[src/rtl/regbank_dump_ctrl_pkg.sv]
// Shared debug-unit definitions for the register bank dump sequencer.
// State encoding, default geometry and a counter width helper.
package regbank_dump_ctrl_pkg;

    localparam int DEF_DATA_SIZE  = 32;
    localparam int DEF_ADDR_SIZE  = 5;
    localparam int DEF_NUM_REGS   = 32;
    localparam int DEF_BYTE_SIZE  = 8;
    localparam int BYTES_PER_WORD = DEF_DATA_SIZE / DEF_BYTE_SIZE;

    typedef logic [2:0] state_t;

    localparam state_t ST_IDLE    = 3'd0;
    localparam state_t ST_READ    = 3'd1;
    localparam state_t ST_CAPTURE = 3'd2;
    localparam state_t ST_SEND    = 3'd3;
    localparam state_t ST_DONE    = 3'd4;

    function automatic int cnt_width(input int n);
        return (n > 1) ? $clog2(n) : 1;
    endfunction

endpackage

[src/rtl/regbank_dump_ctrl_serializer.sv]
// Splits a loaded word into bytes, LSB first, advancing one byte
// per valid/ready handshake and flagging the final byte of the word.
module word_serializer
    import regbank_dump_ctrl_pkg::*;
#(
    parameter int DATA_SIZE = DEF_DATA_SIZE,
    parameter int BYTE_SIZE = DEF_BYTE_SIZE
) (
    input  logic                 i_clock,
    input  logic                 i_reset,
    input  logic                 i_load,
    input  logic [DATA_SIZE-1:0] i_word,
    input  logic                 i_valid,
    input  logic                 i_ready,
    output logic [BYTE_SIZE-1:0] o_data,
    output logic                 o_last
);

    localparam int BPW = DATA_SIZE / BYTE_SIZE;
    localparam int CW  = cnt_width(BPW);

    logic [DATA_SIZE-1:0] shift;
    logic [CW-1:0]        byte_cnt;
    logic                 fire;

    assign fire = i_valid & i_ready;

    always_ff @(posedge i_clock or negedge i_reset) begin
        if (!i_reset) begin
            shift    <= '0;
            byte_cnt <= '0;
        end else if (i_load) begin
            shift    <= i_word;
            byte_cnt <= '0;
        end else if (fire) begin
            shift    <= shift >> BYTE_SIZE;
            byte_cnt <= byte_cnt + CW'(1);
        end
    end

    assign o_data = shift[BYTE_SIZE-1:0];
    assign o_last = (byte_cnt == CW'(BPW - 1));

endmodule

[src/rtl/regbank_dump_ctrl.sv]
// Debug sequencer: stalls the pipeline, reads every register through the
// bank debug port and streams each word out over the TX byte handshake.
module regbank_dump_ctrl
    import regbank_dump_ctrl_pkg::*;
#(
    parameter int DATA_SIZE = DEF_DATA_SIZE,
    parameter int ADDR_SIZE = DEF_ADDR_SIZE,
    parameter int NUM_REGS  = DEF_NUM_REGS,
    parameter int BYTE_SIZE = DEF_BYTE_SIZE
) (
    input  logic                 i_clock,
    input  logic                 i_reset,
    input  logic                 i_start,
    output logic                 o_stall,
    output logic                 o_read_enable,
    output logic [ADDR_SIZE-1:0] o_read_addr,
    input  logic [DATA_SIZE-1:0] i_reg_data,
    output logic [BYTE_SIZE-1:0] o_tx_data,
    output logic                 o_tx_valid,
    input  logic                 i_tx_ready,
    output logic                 o_busy,
    output logic                 o_done
);

    localparam logic [ADDR_SIZE-1:0] LAST_ADDR = ADDR_SIZE'(NUM_REGS - 1);

    state_t               state;
    state_t               next_state;
    logic [ADDR_SIZE-1:0] addr;
    logic                 done_q;
    logic                 send;
    logic                 tx_fire;
    logic                 ser_last;
    logic                 word_end;

    assign send     = (state == ST_SEND);
    assign tx_fire  = send & i_tx_ready;
    assign word_end = tx_fire & ser_last;

    always_ff @(posedge i_clock or negedge i_reset) begin
        if (!i_reset) state <= ST_IDLE;
        else          state <= next_state;
    end

    // done is delayed a cycle so it lands on the first IDLE cycle
    always_ff @(posedge i_clock or negedge i_reset) begin
        if (!i_reset) begin
            addr   <= '0;
            done_q <= 1'b0;
        end else begin
            done_q <= (state == ST_DONE);
            if (state == ST_DONE || (state == ST_IDLE && i_start))
                addr <= '0;
            else if (word_end && addr != LAST_ADDR)
                addr <= addr + ADDR_SIZE'(1);
        end
    end

    always_comb begin
        next_state = state;
        unique case (state)
            ST_IDLE:    if (i_start) next_state = ST_READ;
            ST_READ:    next_state = ST_CAPTURE;
            ST_CAPTURE: next_state = ST_SEND;
            ST_SEND: begin
                if (word_end)
                    next_state = (addr == LAST_ADDR) ? ST_DONE : ST_READ;
            end
            ST_DONE:    next_state = ST_IDLE;
            default:    next_state = ST_IDLE;
        endcase
    end

    always_comb begin
        o_stall       = (state != ST_IDLE);
        o_busy        = (state != ST_IDLE);
        o_read_enable = (state == ST_READ);
        o_read_addr   = addr;
        o_tx_valid    = send;
        o_done        = done_q;
    end

    word_serializer #(
        .DATA_SIZE(DATA_SIZE),
        .BYTE_SIZE(BYTE_SIZE)
    ) u_ser (
        .i_clock (i_clock),
        .i_reset (i_reset),
        .i_load  (state == ST_CAPTURE),
        .i_word  (i_reg_data),
        .i_valid (send),
        .i_ready (i_tx_ready),
        .o_data  (o_tx_data),
        .o_last  (ser_last)
    );

endmodule

[config.mk]
export PLATFORM = sky130hd
export DESIGN_NAME = regbank_dump_ctrl
export DESIGN_NICKNAME = d
export VERILOG_FILES = /design/src/rtl/regbank_dump_ctrl_pkg.sv /design/src/rtl/regbank_dump_ctrl_serializer.sv /design/src/rtl/regbank_dump_ctrl.sv
export SDC_FILE = /design/constraint.sdc
export NUM_CORES = 1
export LEC_CHECK = 0
export ABC_AREA = 1
export CAP_MARGIN = 15
export CORE_ASPECT_RATIO = 2
export CORE_MARGIN = 2
export CORE_UTILIZATION = 40
export DETAILED_ROUTE_END_ITERATION = 8
export MAX_ROUTING_LAYER = met4
export PLACE_DENSITY = 0.82
export SYNTH_ARGS = -nofsm -noshare
export SYNTH_HDL_FRONTEND = slang
export SYNTH_SLANG_ARGS = --single-unit
[constraint.sdc]
create_clock -name i_clock -period 1.5 [get_ports i_clock]
set_input_delay 0.3 -clock i_clock [delete_from_list [all_inputs] [get_ports i_clock]]
set_output_delay 0.3 -clock i_clock [all_outputs]
set_load 0.01 [all_outputs]
==> summary.txt, run 1 <==
Clock tree
  – Root buf cell: clkbuf_8
  – H-tree depth: 2
  – Clock Latency Late Sink: 300 ps
  – CTS clk-pin slew, worst paths: 80 ps
  – CTS max path bufs: 2
  – CTS tree: built
  – TritonCTS buffer count: 5
  – # clock sinks: 43

Setup path
  – WP buf/inv: 3
  – Critical path startpoint category: register
  – CP cell instances: buf_6 > inv_2 > nor3_4 > buf_2
  – CP max stage delay: 460 ps
  – Stages on the worst setup path: 4
  – Worst EP required: 1200 ps
  – Critical path arrival: ~1200 ps
  – Critical path's top delay family: flip-flops
  – Critical Path Fanout Max: 5
  – CP Capture Type: output pin
  – Reg2Reg Depth: 8
  – Worst Path Class, Setup: register to output pin
  – CP max stage cell: dfrtp_2
  – R2R Setup Slk: roughly 40 ps

GRT
  – Initial antenna violation count: 0
  – Largest net degree at the start of global routing: 35
  – Vias in the first global route: between 1.5k and 2k
  – Total GRT Usage: 0.178
  – First-pass GRT wire length: approximately 8200 um
  – GR Overflow Total: 0

Floorplan
  – Die height: between 100 and 150 um
  – Initial core utilization: 0.414
  – Die Width: around 55 um
  – Ports: 54
  – Rows: 37
  – Core box area: roughly 5000 um^2
  – Die area: between 5000 and 6000 um^2

Drt
  – DR WL/cell: roughly 13 um
  – Via Count: ~1.8k
  – Routed WL: approximately 4800 um
  – DR pass1 iterations: 4
  – Antenna viol nets, final: 0
  – Routed vias/inst: between 4 and 5
  – 1st-iter DRT viols: 37
  – DRC: 0

Timing
  – Max Slew Vio Count: 0
  – Clock Skew: between 8 and 9 ps
  – Max-slew headroom: 0.752
  – Max Freq: about 0.67 GHz
  – Slew @ Worst Pin: approximately 370 ps
  – Worst hold slack: 399 ps
  – Endpoints failing hold: 0
  – RSZ-0062 raised after global routing: true
  – Final min period: 1480 ps
  – Final worst-path cycle share: 0.988
  – Setup violations, final: 0

Synth
  – Top cells by area, synth: dfrtp_1 (51%), nand2_1 (14%), nand3_1 (6.7%), nand3_2 (4.8%), buf_4 (4.3%)
  – Yosys Warn Count: 0
  – Post-Syn Instances: between 200 and 250
  – Share of Yosys cell area claimed by the top area cell type: 0.511
  – Area leader, netlist: dfrtp_1
  – Register bit total from synthesis: 43
  – Syn_area_per_cell: between 9 and 10 um^2
  – Syn Nets: 269
  – Cell area after synthesis: between 2000 and 2500 um^2
  – Distinct cells, synth: 29
  – Sequential share of the synthesized area: 0.511

Min path
  – HP Class: primary input to async pin

Final layout
  – Layout area overhead: 40.0%
  – ANT cells: 0
  – Final net count: approximately 340
  – Layout cells sized above 1: 0.257

Power and ir drop
  – Max IR drop VDD: between 1 and 1.5 mV
  – Overall power: about 0.0049 W
  – Leakage power: between 1.5 and 2 nW
  – Pwr per Cell Area: 1660 nW/um^2

Placed design
  – HPWL after detailed placement: ~3400 um
  – IO buf count: 53
  – Routability Congestion: roughly 0.74

Run status
  – Run status: complete, no violations

Flow run
  – Number of max-cap violations: 0
==> kinds of logic (layout without fill, tap and decap cells) <==
group                    Yosys count  count (layout)  synth area share
AND/OR/NAND/NOR                  141             141             0.331
XOR/XNOR                           1               1           0.00416
AO/OA/AOI/OAI                     14              14            0.0534
adder cells (fa/ha/maj)            3               3            0.0178
flip-flops                        43              43             0.511
buffers and inverters             28              98            0.0825
==> report_power, final <==
| part | internal (W) | switching [W] | leakage, nW |
|---|---|---|---|
| sequential | 0.00162 | 0.000312 | 0.547 |
| clock | 0.000372 | 0.000384 | 0.0482 |
| combinational | 0.00107 | 0.00116 | 0.949 |
| total | 0.00305 | 0.00185 | 1.54 |
==> Yosys cell counts <==
cell	n
nand2_1	79
dfrtp_1	43
nand3_1	28
buf_4	12
nand2_2	11
nand3_2	10
inv_1	9
a22o_1	7
buf_2	3
ha_1	3
nor2_1	3
nand4_1	2
nor2_2	2
nor3_1	2
o21ai_0	2
a21oi_1	1
a22oi_1	1
buf_6	1
buf_8	1
clkinv_2	1
inv_2	1
nand2_4	1
nand3b_1	1
nor2_4	1
nor3_4	1
o211ai_1	1
o21ai_1	1
o21ai_4	1
xor2_1	1
==> cell type report <==
type	count	area (um^2)
clock buffer	7	86.3
clock inverter	1	5.00
multi-input combinational	159	903
fill	457	2140
inverter	11	42.5
timing repair buffer	79	758
sequential	43	1080
tap	58	72.6
==> final timing paths <==
kind                                        end       startpoint
min in group i_clock            u_ser.shift[13]  u_ser.shift[21]
worst max register to register   o_read_addr[2]   o_read_addr[1]
worst min register to register  u_ser.shift[13]  u_ser.shift[21]
worst max-delay path              o_read_enable         state[0]
max in group asynchronous              state[1]          i_reset
worst min-delay path             o_read_addr[0]          i_reset
==> timing repair <==
item,4_1_cts,5_1_grt
endpoints found under the hold margin,9,0
gates resized for setup,21,22
pin swaps,2,10
setup endpoints to repair,14,25
hold buffers,1,0
buffers inserted,1,3
==> flip-flops by register name (all words and copies together) (netlist names) <==
name	flops
o_read_addr	5
u_ser.shift	32
state	3
u_ser.byte_cnt	2
o_done	1
==> routing by layer <==
layer,share of wire,up-vias,GRT usage
met5,0,-,-
met2,0.56,47,0.338
met3,0.050,6,0.0350
li1,-,881,-
met1,0.38,846,0.178
met4,0.014,0,0.0540
==> cells in the final DEF (no fill, tap or decap), types with 4 or more instances in the layout <==
cell type / n
nand2_2: 12
a22o_1: 7
dlymetal6s2s_1: 8
dfrtp_2: 4
nand2_1: 78
buf_2: 4
buf_4: 21
dfrtp_1: 39
nand3_1: 28
clkdlybuf4s50_1: 35
inv_1: 8
nand3_2: 10
clkbuf_8: 6
dlygate4sd2_1: 5
==> through the flow <==
step | setup TNS [ps] | area, um^2 | utilization | instances | worst slack (ps)
detailed placement | -145 | 2770 | 0.544 | 345 | -78.1
finish | 0 | 2950 | 0.579 | 358 | 17.5
global placement | -59.1 | 2770 | 0.544 | 345 | -37.9
floorplan | 0 | 2110 | - | 230 | 6.50
global route | -362 | 2950 | 0.579 | 358 | -112
CTS | -2.45 | 2890 | 0.567 | 355 | -2.45
==> worst register-to-register path, stage by stage (launching register included) <==
cell and delay (ps):
dfrtp_1 420, ha_4 170, nand2_1 60, nor2_1 40, ha_2 170, inv_2 50
nand4_1 210, nand3_1 160, nand2_1 70
(Power assumes the default switching activity.)
==> inputs of run 2 (changes only) <==
--- a/config.mk
+++ b/config.mk
@@ -12,7 +12,7 @@
 export CORE_UTILIZATION = 40
 export DETAILED_ROUTE_END_ITERATION = 8
 export MAX_ROUTING_LAYER = met4
-export PLACE_DENSITY = 0.82
+export PLACE_DENSITY = 0.79
 export SYNTH_ARGS = -nofsm -noshare
 export SYNTH_HDL_FRONTEND = slang
 export SYNTH_SLANG_ARGS = --single-unit
==> constraint.sdc (replaced) <==
create_clock -name i_clock -period 1.7 [get_ports i_clock]
set_input_delay 0.34 -clock i_clock [delete_from_list [all_inputs] [get_ports i_clock]]
set_output_delay 0.34 -clock i_clock [all_outputs]
set_load 0.01 [all_outputs]
==> summary.txt, run 2 (synthesis gave the netlist of run 1 again) <==
Final layout
  – ANT cells: 0 (unchanged)
  – Filler cell count: 475 (+3.9%)
  – Final net count: 324 (-4.1%)
  – Register area: 1080 um^2 (-0.23%)
  – Largest register FFs: 32 (unchanged)
  – Most common cell after layout, fill and taps aside: nand2_1
  – Layout cells sized above 1: 0.185 (-0.0714)
  – Non-filler instance count after layout: 344 (-3.9%)
  – Reg with most FFs: u_ser.shift
  – Multi-input gate area: 862 um^2 (-4.6%)
  – Post-layout util: 0.552 (-0.0270)
  – Layout area overhead: 33.4%
  – Commonest cells after routing, fill and taps aside: nand2_1 (79), clkdlybuf4s50_1 (47), dfrtp_1 (41)

Setup path
  – CP max stage delay: 570 ps (+110 ps)
  – R2R Setup Slk: 140 ps (+100 ps)
  – CP cell instances: clkdlybuf4s50_1
  – CP Capture Type: output pin
  – Worst EP required: 1360 ps (+160 ps)
  – Reg2reg end: o_read_addr[4]
  – Critical path arrival: 1280 ps (+100 ps)
  – Worst Path Class, Setup: register to output pin
  – CP max stage cell: clkdlybuf4s50_1
  – Critical Path Fanout Max: 5 (unchanged)
  – Critical path's top delay family: buffers and inverters
  – WP buf/inv: 1 (-2)
  – Reg2Reg Depth: 8 (unchanged)
  – Critical path startpoint category: register
  – Worst r2r src: o_read_addr[1]

Drt
  – Routed WL: 4350 um (-9.0%)
  – 1st-iter DRT viols: 55 (+49%)
  – Routed vias/inst: 4.89 (-1.6%)
  – Antenna viol nets, final: 0 (unchanged)
  – DR WL/cell: 12.6 um (-5.3%)
  – Via Count: 1,683 (-5.4%)
  – DRC: 0 (unchanged)
  – DR pass1 iterations: 4 (unchanged)

Clock tree
  – CTS Hold Bufs: 0 (-1)
  – CTS clk-pin slew, worst paths: 90 ps (about the same)
  – H-tree depth: 2 (unchanged)
  – TritonCTS buffer count: 5 (unchanged)
  – Root buf cell: clkbuf_8
  – CTS tree: built
  – # clock sinks: 43 (unchanged)
  – Clock Latency Late Sink: 290 ps (about the same)
  – CTS max path bufs: 2 (unchanged)

Timing
  – Endpoints failing hold: 0 (unchanged)
  – Clock Skew: 9.04 ps (+0.790 ps)
  – Slew @ Worst Pin: 538 ps (+169 ps)
  – Max Freq: just over 0.6 GHz
  – Setup violations, final: 0 (unchanged)
  – Setup WS post-layout: 77.5 ps (+59.9 ps)
  – Final worst-path cycle share: 0.954
  – Max Slew Vio Count: 0 (unchanged)
  – Final min period: about 1600 ps
  – RSZ-0062 raised after global routing: false
  – Max-slew headroom: 0.642 (-0.110)

Flow run
  – Number of max-cap violations: 0 (unchanged)

Floorplan
  – Initial core utilization: 0.414 (unchanged)
  – Die area: 5900 um^2 (unchanged)
  – Ports: 54 (unchanged)
  – Core box area: 5090 um^2 (unchanged)
  – Die Width: 55.3 um (unchanged)
  – Rows: 37 (unchanged)
  – Die height: 107 um (unchanged)

GRT
  – Initial antenna violation count: 0 (unchanged)
  – First-pass GRT wire length: 7510 um (-8.3%)
  – Largest net degree at the start of global routing: 44 (+26%)
  – Vias in the first global route: 1,752 (-8.5%)
  – GR Overflow Total: 0 (unchanged)
  – Total GRT Usage: 0.161 (-0.0162)

Placed design
  – Pre-CTS setup slack: -14.2 ps (+63.9 ps)
  – Placed cell count: 335 (-2.9%)
  – HPWL after detailed placement: 3150 um (-8.1%)
  – IO buf count: 53 (unchanged)
  – Routability Congestion: 0.729 (-1.4%)

Power and ir drop
  – Leakage power: 1.38 nW (-11%)
  – Pwr per Cell Area: 1540 nW/um^2 (-7.3%)
  – Overall power: 0.00434 W (-12%)
  – Max IR drop VDD: 1.19 mV (-5.7%)

Min path
  – HP Class: primary input to async pin

Run status
  – Run status: complete, no violations
==> run 2: cell types whose count changed in the layout (fill, tap and decap cells not counted), sizes merged <==
cell and change:
clkdlybuf4s50 +12, clkbuf -2, buf -16, bufinv +1, dlygate4sd3 -1, dlygate4sd2 -1
dlymetal6s2s -7
==> run 2: cell type report <==
cell class	instances	area share
clock buffers	6	0.0294
clock inverters	2	0.0125
inverters	11	0.0151
multi-input cells	159	0.307
flip-flops and latches	43	0.384
well taps	58	0.0258
repair buffers	65	0.227
==> run 2: worst register-to-register path: stages (launching register included) <==
cell	delay, ps
dfrtp_1	430
ha_1	220
nand2_1	70
nor2_1	40
ha_1	190
inv_1	70
nand4_1	220
nand3_1	140
nand2_1	50
==> run 2: how the worst max path moves through the flow <==
stage	startpoint	endpoint	slack (ps)	depth (start not counted)
after floorplan	o_read_addr[0]	o_read_addr[0]	160	8
after global placement	i_tx_ready	state[0]	90	5
after detailed placement	i_tx_ready	state[0]	-10	5
after CTS	state[2]	o_read_enable	7	3
after global routing	o_read_addr[1]	o_read_addr[3]	5	8
final	o_read_addr[1]	o_read_addr[1]	80	1
==> run 2: report_power, final <==
group,switching (W),total [W],internal [W]
logic,0.000955,0.00184,0.000883
clock network,0.000344,0.000819,0.000475
registers,0.000258,0.00168,0.00142
==> run 2: what timing repair did <==
action                     4_1_cts  5_1_grt
resized for setup                5        3
pin swaps                        0        1
buffers inserted                 1        0
setup endpoints to repair        4        5
==> run 2: through the flow <==
step	hold slack, ps	area [um^2]	setup TNS, ps
after floorplan	44.4	2110	0
after global placement	445	2680	0
after detailed placement	451	2680	-14.2
after CTS	124	2800	0
after global routing	139	2810	0
final	98.8	2810	0
==> run 2: layer usage <==
metal	vias to the layer above	track usage	share of wire	wire, um
li1	847	-	-	-
met1	791	0.170	0.39	1700
met2	39	0.298	0.55	2380
met3	6	0.0302	0.046	199
met4	0	0.0523	0.015	64
met5	-	-	0	0
